--- src/rtl/lcd_cmd_sequencer_if.sv ---
// Command/handshake bundle between the host-side sequencer and the LCD controller.
// The sequencer drives cmd/cmd_valid; the controller answers with busy/done and its
// IRAM pixel write burst, which terminates in the sequencer's frame buffer.
interface lcd_cmd_sequencer_if;
    logic [3:0] cmd;
    logic       cmd_valid;
    logic       busy;
    logic       done;
    logic       IRAM_valid;
    logic [5:0] IRAM_A;
    logic [7:0] IRAM_D;

    modport master (
        output cmd,
        output cmd_valid,
        input  busy,
        input  done,
        input  IRAM_valid,
        input  IRAM_A,
        input  IRAM_D
    );

    modport slave (
        input  cmd,
        input  cmd_valid,
        output busy,
        output done,
        output IRAM_valid,
        output IRAM_A,
        output IRAM_D
    );
endinterface

--- src/rtl/lcd_cmd_sequencer.sv ---
// Host-side initiator for the LCD controller command port. Plays a loadable script of
// 4-bit commands one at a time, paced on the controller's busy flag, captures each
// pixel write burst into a local 64-entry frame buffer and raises a sticky error flag
// on any protocol violation (stray pixels/done, short or long bursts, repeated addresses).
module lcd_cmd_sequencer #(
    parameter int  DEPTH = 64,
    parameter int  NPIX  = 64,
    localparam int AW    = $clog2(DEPTH)
) (
    input  logic                       clk,
    input  logic                       reset,
    input  logic                       cfg_we,
    input  logic [AW-1:0]              cfg_addr,
    input  logic [3:0]                 cfg_cmd,
    input  logic [AW:0]                cfg_len,
    input  logic                       start,
    lcd_cmd_sequencer_if.master        lcd,
    input  logic [5:0]                 fb_addr,
    output logic [7:0]                 fb_data,
    output logic [6:0]                 cap_cnt,
    output logic                       seq_busy,
    output logic                       seq_done,
    output logic                       err
);

    localparam logic [2:0] S_IDLE     = 3'd0;
    localparam logic [2:0] S_WAIT_RDY = 3'd1;
    localparam logic [2:0] S_ISSUE    = 3'd2;
    localparam logic [2:0] S_WAIT     = 3'd3;
    localparam logic [2:0] S_CAPTURE  = 3'd4;
    localparam logic [2:0] S_FIN      = 3'd5;

    logic [2:0]  state_q, state_d;
    logic [AW:0] pc_q, pc_d;
    logic [AW:0] len_q, len_d;
    logic [3:0]  cmd_q, cmd_d;
    logic        cmd_valid_q, cmd_valid_d;
    logic [6:0]  cap_cnt_q, cap_cnt_d;
    logic [63:0] seen_q, seen_d;
    logic        err_q, err_d;
    logic        seq_done_q, seq_done_d;

    logic [3:0]  script_mem [DEPTH];
    logic [7:0]  fb_mem [64];
    logic        script_we;
    logic        fb_we;
    logic        is_write;
    logic [6:0]  cnt_inc;
    logic [6:0]  cnt_at_done;

    // Code 0 and the undefined codes 12..15 all make the controller run a pixel burst.
    assign is_write    = (cmd_q == 4'd0) || (cmd_q >= 4'd12);
    assign cnt_inc     = (cap_cnt_q == 7'd127) ? 7'd127 : cap_cnt_q + 7'd1;
    assign cnt_at_done = lcd.IRAM_valid ? cnt_inc : cap_cnt_q;

    // Next-state logic for the script player, capture counter and error tracking.
    always_comb begin
        state_d     = state_q;
        pc_d        = pc_q;
        len_d       = len_q;
        cmd_d       = cmd_q;
        cmd_valid_d = 1'b0;
        cap_cnt_d   = cap_cnt_q;
        seen_d      = seen_q;
        err_d       = err_q;
        seq_done_d  = (state_q == S_FIN);
        script_we   = 1'b0;
        fb_we       = 1'b0;

        if ((state_q != S_CAPTURE) && (lcd.IRAM_valid || lcd.done)) begin
            err_d = 1'b1;
        end

        case (state_q)
            S_IDLE: begin
                script_we = cfg_we;
                if (start) begin
                    len_d   = cfg_len;
                    pc_d    = '0;
                    err_d   = 1'b0;
                    state_d = (cfg_len == '0) ? S_FIN : S_WAIT_RDY;
                end
            end
            S_WAIT_RDY: begin
                if (!lcd.busy) begin
                    cmd_d       = script_mem[pc_q[AW-1:0]];
                    cmd_valid_d = 1'b1;
                    state_d     = S_ISSUE;
                end
            end
            S_ISSUE: begin
                pc_d    = pc_q + 1'b1;
                state_d = S_WAIT;
            end
            S_WAIT: begin
                // Busy is always high here; non-write ops finish this cycle and
                // WAIT_RDY re-checks busy before the next issue.
                if (is_write) begin
                    cap_cnt_d = '0;
                    seen_d    = '0;
                    state_d   = S_CAPTURE;
                end else begin
                    state_d = (pc_q == len_q) ? S_FIN : S_WAIT_RDY;
                end
            end
            S_CAPTURE: begin
                if (lcd.IRAM_valid) begin
                    fb_we     = 1'b1;
                    cap_cnt_d = cnt_inc;
                    seen_d[lcd.IRAM_A] = 1'b1;
                    if (seen_q[lcd.IRAM_A]) begin
                        err_d = 1'b1;
                    end
                end
                if (lcd.done) begin
                    if (cnt_at_done != 7'(NPIX)) begin
                        err_d = 1'b1;
                    end
                    state_d = (pc_q == len_q) ? S_FIN : S_WAIT_RDY;
                end
            end
            S_FIN: begin
                state_d = S_IDLE;
            end
            default: begin
                state_d = S_IDLE;
            end
        endcase
    end

    // State and control registers; reset aborts straight back to IDLE.
    always_ff @(posedge clk or posedge reset) begin
        if (reset) begin
            state_q     <= S_IDLE;
            pc_q        <= '0;
            len_q       <= '0;
            cmd_q       <= '0;
            cmd_valid_q <= 1'b0;
            cap_cnt_q   <= '0;
            seen_q      <= '0;
            err_q       <= 1'b0;
            seq_done_q  <= 1'b0;
        end else begin
            state_q     <= state_d;
            pc_q        <= pc_d;
            len_q       <= len_d;
            cmd_q       <= cmd_d;
            cmd_valid_q <= cmd_valid_d;
            cap_cnt_q   <= cap_cnt_d;
            seen_q      <= seen_d;
            err_q       <= err_d;
            seq_done_q  <= seq_done_d;
        end
    end

    // Script memory write port, only opened while idle.
    always_ff @(posedge clk) begin
        if (script_we) begin
            script_mem[cfg_addr] <= cfg_cmd;
        end
    end

    // Frame buffer write port fed by the controller's pixel burst.
    always_ff @(posedge clk) begin
        if (fb_we) begin
            fb_mem[lcd.IRAM_A] <= lcd.IRAM_D;
        end
    end

    assign lcd.cmd       = cmd_q;
    assign lcd.cmd_valid = cmd_valid_q;
    assign fb_data       = fb_mem[fb_addr];
    assign cap_cnt       = cap_cnt_q;
    assign seq_busy      = (state_q != S_IDLE);
    assign seq_done      = seq_done_q;
    assign err           = err_q;

endmodule

--- src/flat_wrapper.sv ---
// flat-port wrapper written by rule: the top's interface ports become plain ports
module lcd_cmd_sequencer_flat 
#(
    parameter int  DEPTH = 64,
    parameter int  NPIX  = 64,
    localparam int AW    = $clog2(DEPTH)
)
  (clk, reset, cfg_we, cfg_addr, cfg_cmd, cfg_len, start, fb_addr, fb_data, cap_cnt, seq_busy, seq_done, err, lcd_cmd, lcd_cmd_valid, lcd_busy, lcd_done, lcd_IRAM_valid, lcd_IRAM_A, lcd_IRAM_D);
  lcd_cmd_sequencer_if lcd_i ();
  input  logic clk;
  input  logic reset;
  input  logic cfg_we;
  input  logic [AW-1:0] cfg_addr;
  input  logic [3:0] cfg_cmd;
  input  logic [AW:0] cfg_len;
  input  logic start;
  input  logic [5:0] fb_addr;
  output logic [7:0] fb_data;
  output logic [6:0] cap_cnt;
  output logic seq_busy;
  output logic seq_done;
  output logic err;
  output wire logic [$bits(lcd_i.cmd)-1:0] lcd_cmd;
  output wire logic [$bits(lcd_i.cmd_valid)-1:0] lcd_cmd_valid;
  input wire logic [$bits(lcd_i.busy)-1:0] lcd_busy;
  input wire logic [$bits(lcd_i.done)-1:0] lcd_done;
  input wire logic [$bits(lcd_i.IRAM_valid)-1:0] lcd_IRAM_valid;
  input wire logic [$bits(lcd_i.IRAM_A)-1:0] lcd_IRAM_A;
  input wire logic [$bits(lcd_i.IRAM_D)-1:0] lcd_IRAM_D;
  assign lcd_cmd = lcd_i.cmd;
  assign lcd_cmd_valid = lcd_i.cmd_valid;
  assign lcd_i.busy = lcd_busy;
  assign lcd_i.done = lcd_done;
  assign lcd_i.IRAM_valid = lcd_IRAM_valid;
  assign lcd_i.IRAM_A = lcd_IRAM_A;
  assign lcd_i.IRAM_D = lcd_IRAM_D;
  lcd_cmd_sequencer #(.DEPTH(DEPTH), .NPIX(NPIX)) u_core (.clk(clk), .reset(reset), .cfg_we(cfg_we), .cfg_addr(cfg_addr), .cfg_cmd(cfg_cmd), .cfg_len(cfg_len), .start(start), .lcd(lcd_i), .fb_addr(fb_addr), .fb_data(fb_data), .cap_cnt(cap_cnt), .seq_busy(seq_busy), .seq_done(seq_done), .err(err));
endmodule
--- config.mk ---
export PLATFORM = sky130hd
export DESIGN_NAME = lcd_cmd_sequencer_flat
export DESIGN_NICKNAME = d
export VERILOG_FILES = /design/src/rtl/lcd_cmd_sequencer_if.sv /design/src/rtl/lcd_cmd_sequencer.sv /design/src/flat_wrapper.sv
export SDC_FILE = /design/constraint.sdc
export NUM_CORES = 1
export LEC_CHECK = 0
export CAP_MARGIN = 10
export CORE_MARGIN = 5
export CORE_UTILIZATION = 45
export CTS_CLUSTER_DIAMETER = 50
export DETAILED_ROUTE_END_ITERATION = 16
export GPL_ROUTABILITY_DRIVEN = 0
export SYNTH_ARGS = -nofsm -noshare
export SYNTH_HDL_FRONTEND = slang
export SYNTH_SLANG_ARGS = --single-unit
--- constraint.sdc ---
create_clock -name clk -period 3.2 [get_ports clk]
set_clock_uncertainty 0.1 [all_clocks]
set_input_delay 0.48 -clock clk [delete_from_list [all_inputs] [get_ports clk]]
set_output_delay 0.48 -clock clk [all_outputs]
set_load 0.02 [all_outputs]
# --- Yosys cells after proc, flatten, opt, wreduce, memory -nomap -nowiden ---
# Memory sizes are Yosys's and may differ from the RTL's. A register that Yosys moved wholly into a read port is not among the register bits.
# Index checks and enable logic that the tools add are counted.
word_totals:
  register_bits: 91
  ramBits: 768
  inputBits: 44
  output_inout_bits: 23
  memories: 2
mem_list:
  columns: ["name", "depth", "width", "rd", "rd_clocked_by_memory_dff", "write_ports", "line_no", "rtl"]
  rows:
  - ["u_core.fb_mem", 64, 8, 1, 0, 1, "lcd_cmd_sequencer.sv:44", "logic [7:0] fb_mem [64];"]
  - ["u_core.script_mem", 64, 4, 1, 1, 1, "lcd_cmd_sequencer.sv:43", "logic [3:0] script_mem [DEPTH];"]
op_classes:
  n_addsub: 2
  n_lt_le_gt_ge: 3
  n_eq_ne: 14
  mux: 36
  n_bitwise: 2
  reduce_logical: 16
ops:
  columns: ["cell", "count"]
  rows:
  - ["$mux W64", 2]
  - ["$pmux W64 S2", 1]
  - ["$or A64 B64 Y64", 1]
  - ["$mux W7", 4]
  - ["$pmux W7 S2", 2]
  - ["$mux W3", 6]
  - ["$mux W1", 17]
  - ["$pmux W3 S5", 1]
  - ["$add A7 B1 Y7 const B", 2]
  - ["$ne A2 B2 Y1 const B", 4]
  - ["$reduce_and A2 Y1", 4]
  - ["$eq A7 B7 Y1", 1]
  - ["$eq A7 B7 Y1 const B", 1]
  - ["$logic_not A7 Y1", 1]
  - ["$lt A6 B7 Y1 const B", 1]
  - ["$ne A7 B7 Y1 const B", 1]
  - ["$bmux W1 S6", 1]
  - ["$demux W1 S6", 1]
  - ["$eq A3 B2 Y1 const B", 2]
  - ["$eq A3 B3 Y1 const B", 2]
  - ["$ge A6 B1 Y1 const B", 1]
  - ["$reduce_and A3 Y1", 2]
  - ["$ge A4 B4 Y1 const B", 1]
  - ["$logic_not A4 Y1", 1]
  - ["other kinds (10)", 13]

# --- Depth between registers and ports, before layout ---
logic_depth:
  depth_word: 8
  mapped_depth: 9
  ltp_nobuf: 7

# --- Worst setup path after synthesis ---
# Ideal clock, no wire load.
synth_path:
  path_kind: "input to output"
  start: "in fb_addr[1]"
  end: "out fb_data[4]"
  t_arrival_ps: 2263
  path_slack_ps: 357
  cell_stages: 6
  path_buffers: 2
  cell_sequence: "clkbuf_1 clkbuf_1 mux4_2 mux4_2 a22oi_1 nand2_1"
synth_via:
  elab_chain_len: 1
synth_rtl:
  columns: ["item", "line_no", "rtl"]
  rows:
  - ["from (decl)", "flat_wrapper.sv:17", "input logic [5:0] fb_addr;"]
  - ["$mem_v2 Z64 W8", null, null]
  - ["to (decl)", "flat_wrapper.sv:18", "output logic [7:0] fb_data;"]
# No other way between the ends.

# --- Final worst setup path ---
layout_path:
  start: "mem u_core.fb_mem[35][2]"
  end: "out fb_data[2]"
layout_via:
  elab_chain_len: 1
layout_rtl:
  columns: ["item", "line_no"]
  rows:
  - ["from (decl)", "lcd_cmd_sequencer.sv:44"]
  - ["$mem_v2 Z64 W8", null]
# No other way between the ends.

==> run metrics <==
run status=completed; row count=101; Least-Margin Pin Slew=1.21 ns; number of distinct library cells after synthesis=58; Seq/Total Area, Yosys=73.9%; Hold Vio Cnt, Final=0; Core Util, Final=53.6%; ys async rst share=11.0%; Slew headroom=19.3%; synth warn=0; Syn Std Cell Area=34400 um^2; Core Region=75900 um^2; I/O Buffers=66; DRT iter0 DRCs=1636; Worst-path clk slew=0.06 ns; max-cap violation count=0; Critical Path RT=2.62 ns; clock buffer depth=3; die width=287 um; total congestion overflow=0; reg-to-reg slack, setup=0.34 ns; Detail Route Antenna Nets=0; # diodes=0; post-place instance area=37300 um^2; first-pass GRT wire length=120000 um; Max Fanout on Critical Path=1; area delta synth->final=18.2%; PD cells=661 nW/um^2; Logic pwr share=11.1%; DRC viols=0; post-synthesis compound-gate area fraction=3.30%; Via-to-Cell Ratio=5.70; RSZ-0062 raised after global routing=yes; post-route worst setup slack=0.0296 ns; largest cells by area after synthesis=edfxtp_1, mux4_2, dfrtp_1; Synth top area share=67.0%; Clk network pwr share=41.2%; Hold Path Class=input port to flip-flop; CP endpoint kind=primary output; xor/xnor cell area share of the yosys netlist=0.229%; Setup-failing EPs final=0; maximum number of pins on one net before global-route repair=73; adder-cell area share of the yosys netlist=0.0727%; Die ar.=82100 um^2; Syn Nets=1852; Net Sw Frac=24.4%; drt first pass iters=5; fillers=5921; Hold Buf Count CTS=0; clk root buf=clkbuf_16; initial core utilization=45.3%; clock sink count=863; multiplexer share of the synthesized area=16.2%; Worst R2R End=u_core.seen_q[29]$_DFFE_PP0P_; FF+latch count, synth=863; DR vias=17935; highest clock rate=315 MHz; total internal power=20.4 mW; share of layout cells above drive strength 1=29.2%; number of antenna violations at the first check in global routing=0; drt wl/cell=25.1 um; max-slew violation count=0; Seq pwr share=47.7%; Worst setup SP type=flip-flop; Critical path destination=fb_data[2]; Period Utilization, post-route=99.1%; Mapped Avg Cell Area=19.1 um^2; layout net count=2076; sw power=6.56 mW; total wire length=78900 um; Worst Setup SP=u_core.fb_mem[35][2]$_DFFE_PP_; CTS tree=done; FF-to-FF path depth=6; number of global-route vias before repair=18975; EDFF count, synth=768; clock period minus worst slack=3.17 ns; FF-to-FF Start=u_core.lcd.cmd[2]$_DFFE_PP0P_; Synth Area in Simple Gates=4.87%; largest family of logic cells by synthesized area=multiplexers; postcts setup bufs=0; largest area contributor in the netlist=edfxtp_1; Main synth FF type=edfxtp_1; total CTS buffers=99; P_leak=13.5 nW; Worst Path Arrival=2.59 ns; design area=40700 um^2; worst-skew pair later-pin latency=0.65 ns; hpwl dp=49000 um; GRT Overall Usage=19.4%; DP Worst Slack=-0.402 ns; Critical Setup Path Class=flip-flop to primary output; H-tree lvl count=3; Die Ht=287 um; io pins=67; Mapped Cells=1806; worst vdd ir=0.519 mV
-- placed cells by master, fill, tap and decap left out, drive strengths merged, types with 5 or more instances in the layout --
| cell type | Yosys | layout |
|---|---|---|
| a211oi | 13 | 13 |
| bufinv | 0 | 7 |
| mux2i | 20 | 20 |
| clkdlybuf4s50 | 0 | 43 |
| mux4 | 231 | 231 |
| o21ai | 19 | 19 |
| clkbuf | 53 | 114 |
| nand2b | 8 | 8 |
| nor2 | 234 | 234 |
| a221oi | 6 | 6 |
| clkinv | 0 | 46 |
| nor2b | 21 | 21 |
| mux2 | 17 | 17 |
| inv | 9 | 23 |
| dfrtp | 95 | 95 |
| nand3 | 21 | 21 |
| nand2 | 41 | 41 |
| o22ai | 19 | 19 |
| a31oi | 8 | 8 |
| edfxtp | 768 | 768 |
| buf | 47 | 179 |
| a22o | 5 | 5 |
| xor2 | 6 | 6 |
| clkinvlp | 0 | 8 |
| a21oi | 82 | 82 |
| nor3 | 13 | 13 |
| a22oi | 8 | 8 |
-- registers in the layout, indices dropped and copies added (netlist names) --
signal / count
u_core.fb_mem: 512
u_core.script_mem: 256
u_core.seen_q: 64
u_core.cap_cnt: 7
u_core.len_q: 7
u_core.pc_q: 7
u_core.lcd.cmd: 4
u_core.state_q: 3
u_core.err: 1
u_core.lcd.cmd_valid: 1
u_core.seq_done: 1
-- critical path, stage by stage (launching register included) --
cell      delay, ns
edfxtp_1       0.39
mux4_2         0.48
mux4_2         0.52
a22oi_2        0.19
buf_4          0.16
nand2_1        0.05
buf_2          0.16
-- per-stage QoR --
step | TNS, ns | instances | power [mW] | hold WS [ns]
after floorplan | 0 | 1806 | 15.0 | 0.355
after global placement | -2.98 | 2958 | 16.0 | 0.369
after detailed placement | -2.91 | 2958 | 16.1 | 0.381
after CTS | -0.0282 | 3147 | 27.2 | 0.0851
after global routing | -0.0850 | 3147 | 28.0 | 0.103
final | 0 | 3147 | 26.9 | 0.128
-- power by group through the flow --
| stage | Combinational [mW] | Sequential (mW) | Clock [mW] |
|---|---|---|---|
| 2_1_floorplan | 2.03 | 13.0 | 0 |
| 3_3_place_gp | 2.94 | 13.1 | 0 |
| 3_5_place_dp | 2.99 | 13.1 | 0 |
| 4_1_cts | 3.02 | 12.8 | 11.3 |
| 5_1_grt | 3.24 | 12.9 | 11.8 |
| 6_report | 2.98 | 12.8 | 11.1 |
-- final cells by class --
type	count	area (um^2)	share of cell area (%)
tap	1030	1290	3.17
clock inverter	75	733	1.80
sequential	863	25400	62.5
inverter	9	36.3	0.0891
multi-input combinational	834	8600	21.1
clock buffer	113	2540	6.24
timing repair buffer	223	2060	5.07
-- worst min-delay path by stage --
stage | slack [ns] | depth (start not counted) | endpoint | startpoint
2_1_floorplan | 0.35 | 2 | u_core.seen_q[3]$_DFFE_PP0P_ | u_core.seen_q[3]$_DFFE_PP0P_
3_3_place_gp | 0.37 | 2 | u_core.seen_q[18]$_DFFE_PP0P_ | u_core.seen_q[18]$_DFFE_PP0P_
3_5_place_dp | 0.38 | 2 | u_core.seen_q[62]$_DFFE_PP0P_ | u_core.seen_q[62]$_DFFE_PP0P_
4_1_cts | 0.09 | 1 | u_core.fb_mem[40][7]$_DFFE_PP_ | lcd_IRAM_D[7]
5_1_grt | 0.10 | 1 | u_core.fb_mem[40][7]$_DFFE_PP_ | lcd_IRAM_D[7]
6_report | 0.13 | 1 | u_core.fb_mem[40][7]$_DFFE_PP_ | lcd_IRAM_D[7]
-- repair_timing --
action | 4_1_cts | 5_1_grt
pin swaps | 3 | 1
gates cloned | 1 | 0
resized for setup | 52 | 8
setup endpoints to repair | 8 | 6
-- routing by layer --
| metal | vias up | share of wire, % | wire length, um | global-route usage, % |
|---|---|---|---|---|
| li1 | 7765 | - | - | - |
| met1 | 9476 | 41 | 32300 | 26.3 |
| met2 | 564 | 51 | 40100 | 32.8 |
| met3 | 130 | 5.4 | 4290 | 3.18 |
| met4 | 0 | 2.8 | 2210 | 5.68 |
| met5 | - | 0 | 0 | 0 |
-- logic make-up (layout without fill, tap and decap cells) --
group	Yosys count	after routing
AOI/OAI and AO/OA	181	181
DFF	863	863
muxes	268	268
buffers and inverters	109	420
adders and majority gates	2	2
xor gates and xnor gates	9	9
and+or+nand+nor	374	374
-- synthesized netlist by cell type, types with 4 or more instances --
cell	instances
a211oi_1	12
a21oi_1	82
a221oi_1	6
a22o_1	5
a22oi_1	8
a31oi_1	8
and3_1	4
buf_1	13
buf_2	27
buf_4	5
clkbuf_1	53
dfrtp_1	95
edfxtp_1	768
inv_1	9
mux2_2	17
mux2i_1	20
mux4_2	231
nand2_1	41
nand2b_1	8
nand3_1	21
nand3b_1	4
nand4_1	4
nor2_1	231
nor2b_1	21
nor3_1	11
nor4_1	4
o21ai_0	18
o22ai_1	19
or2_2	4
xor2_1	6
Note: power is estimated with default switching activity, not from simulation.
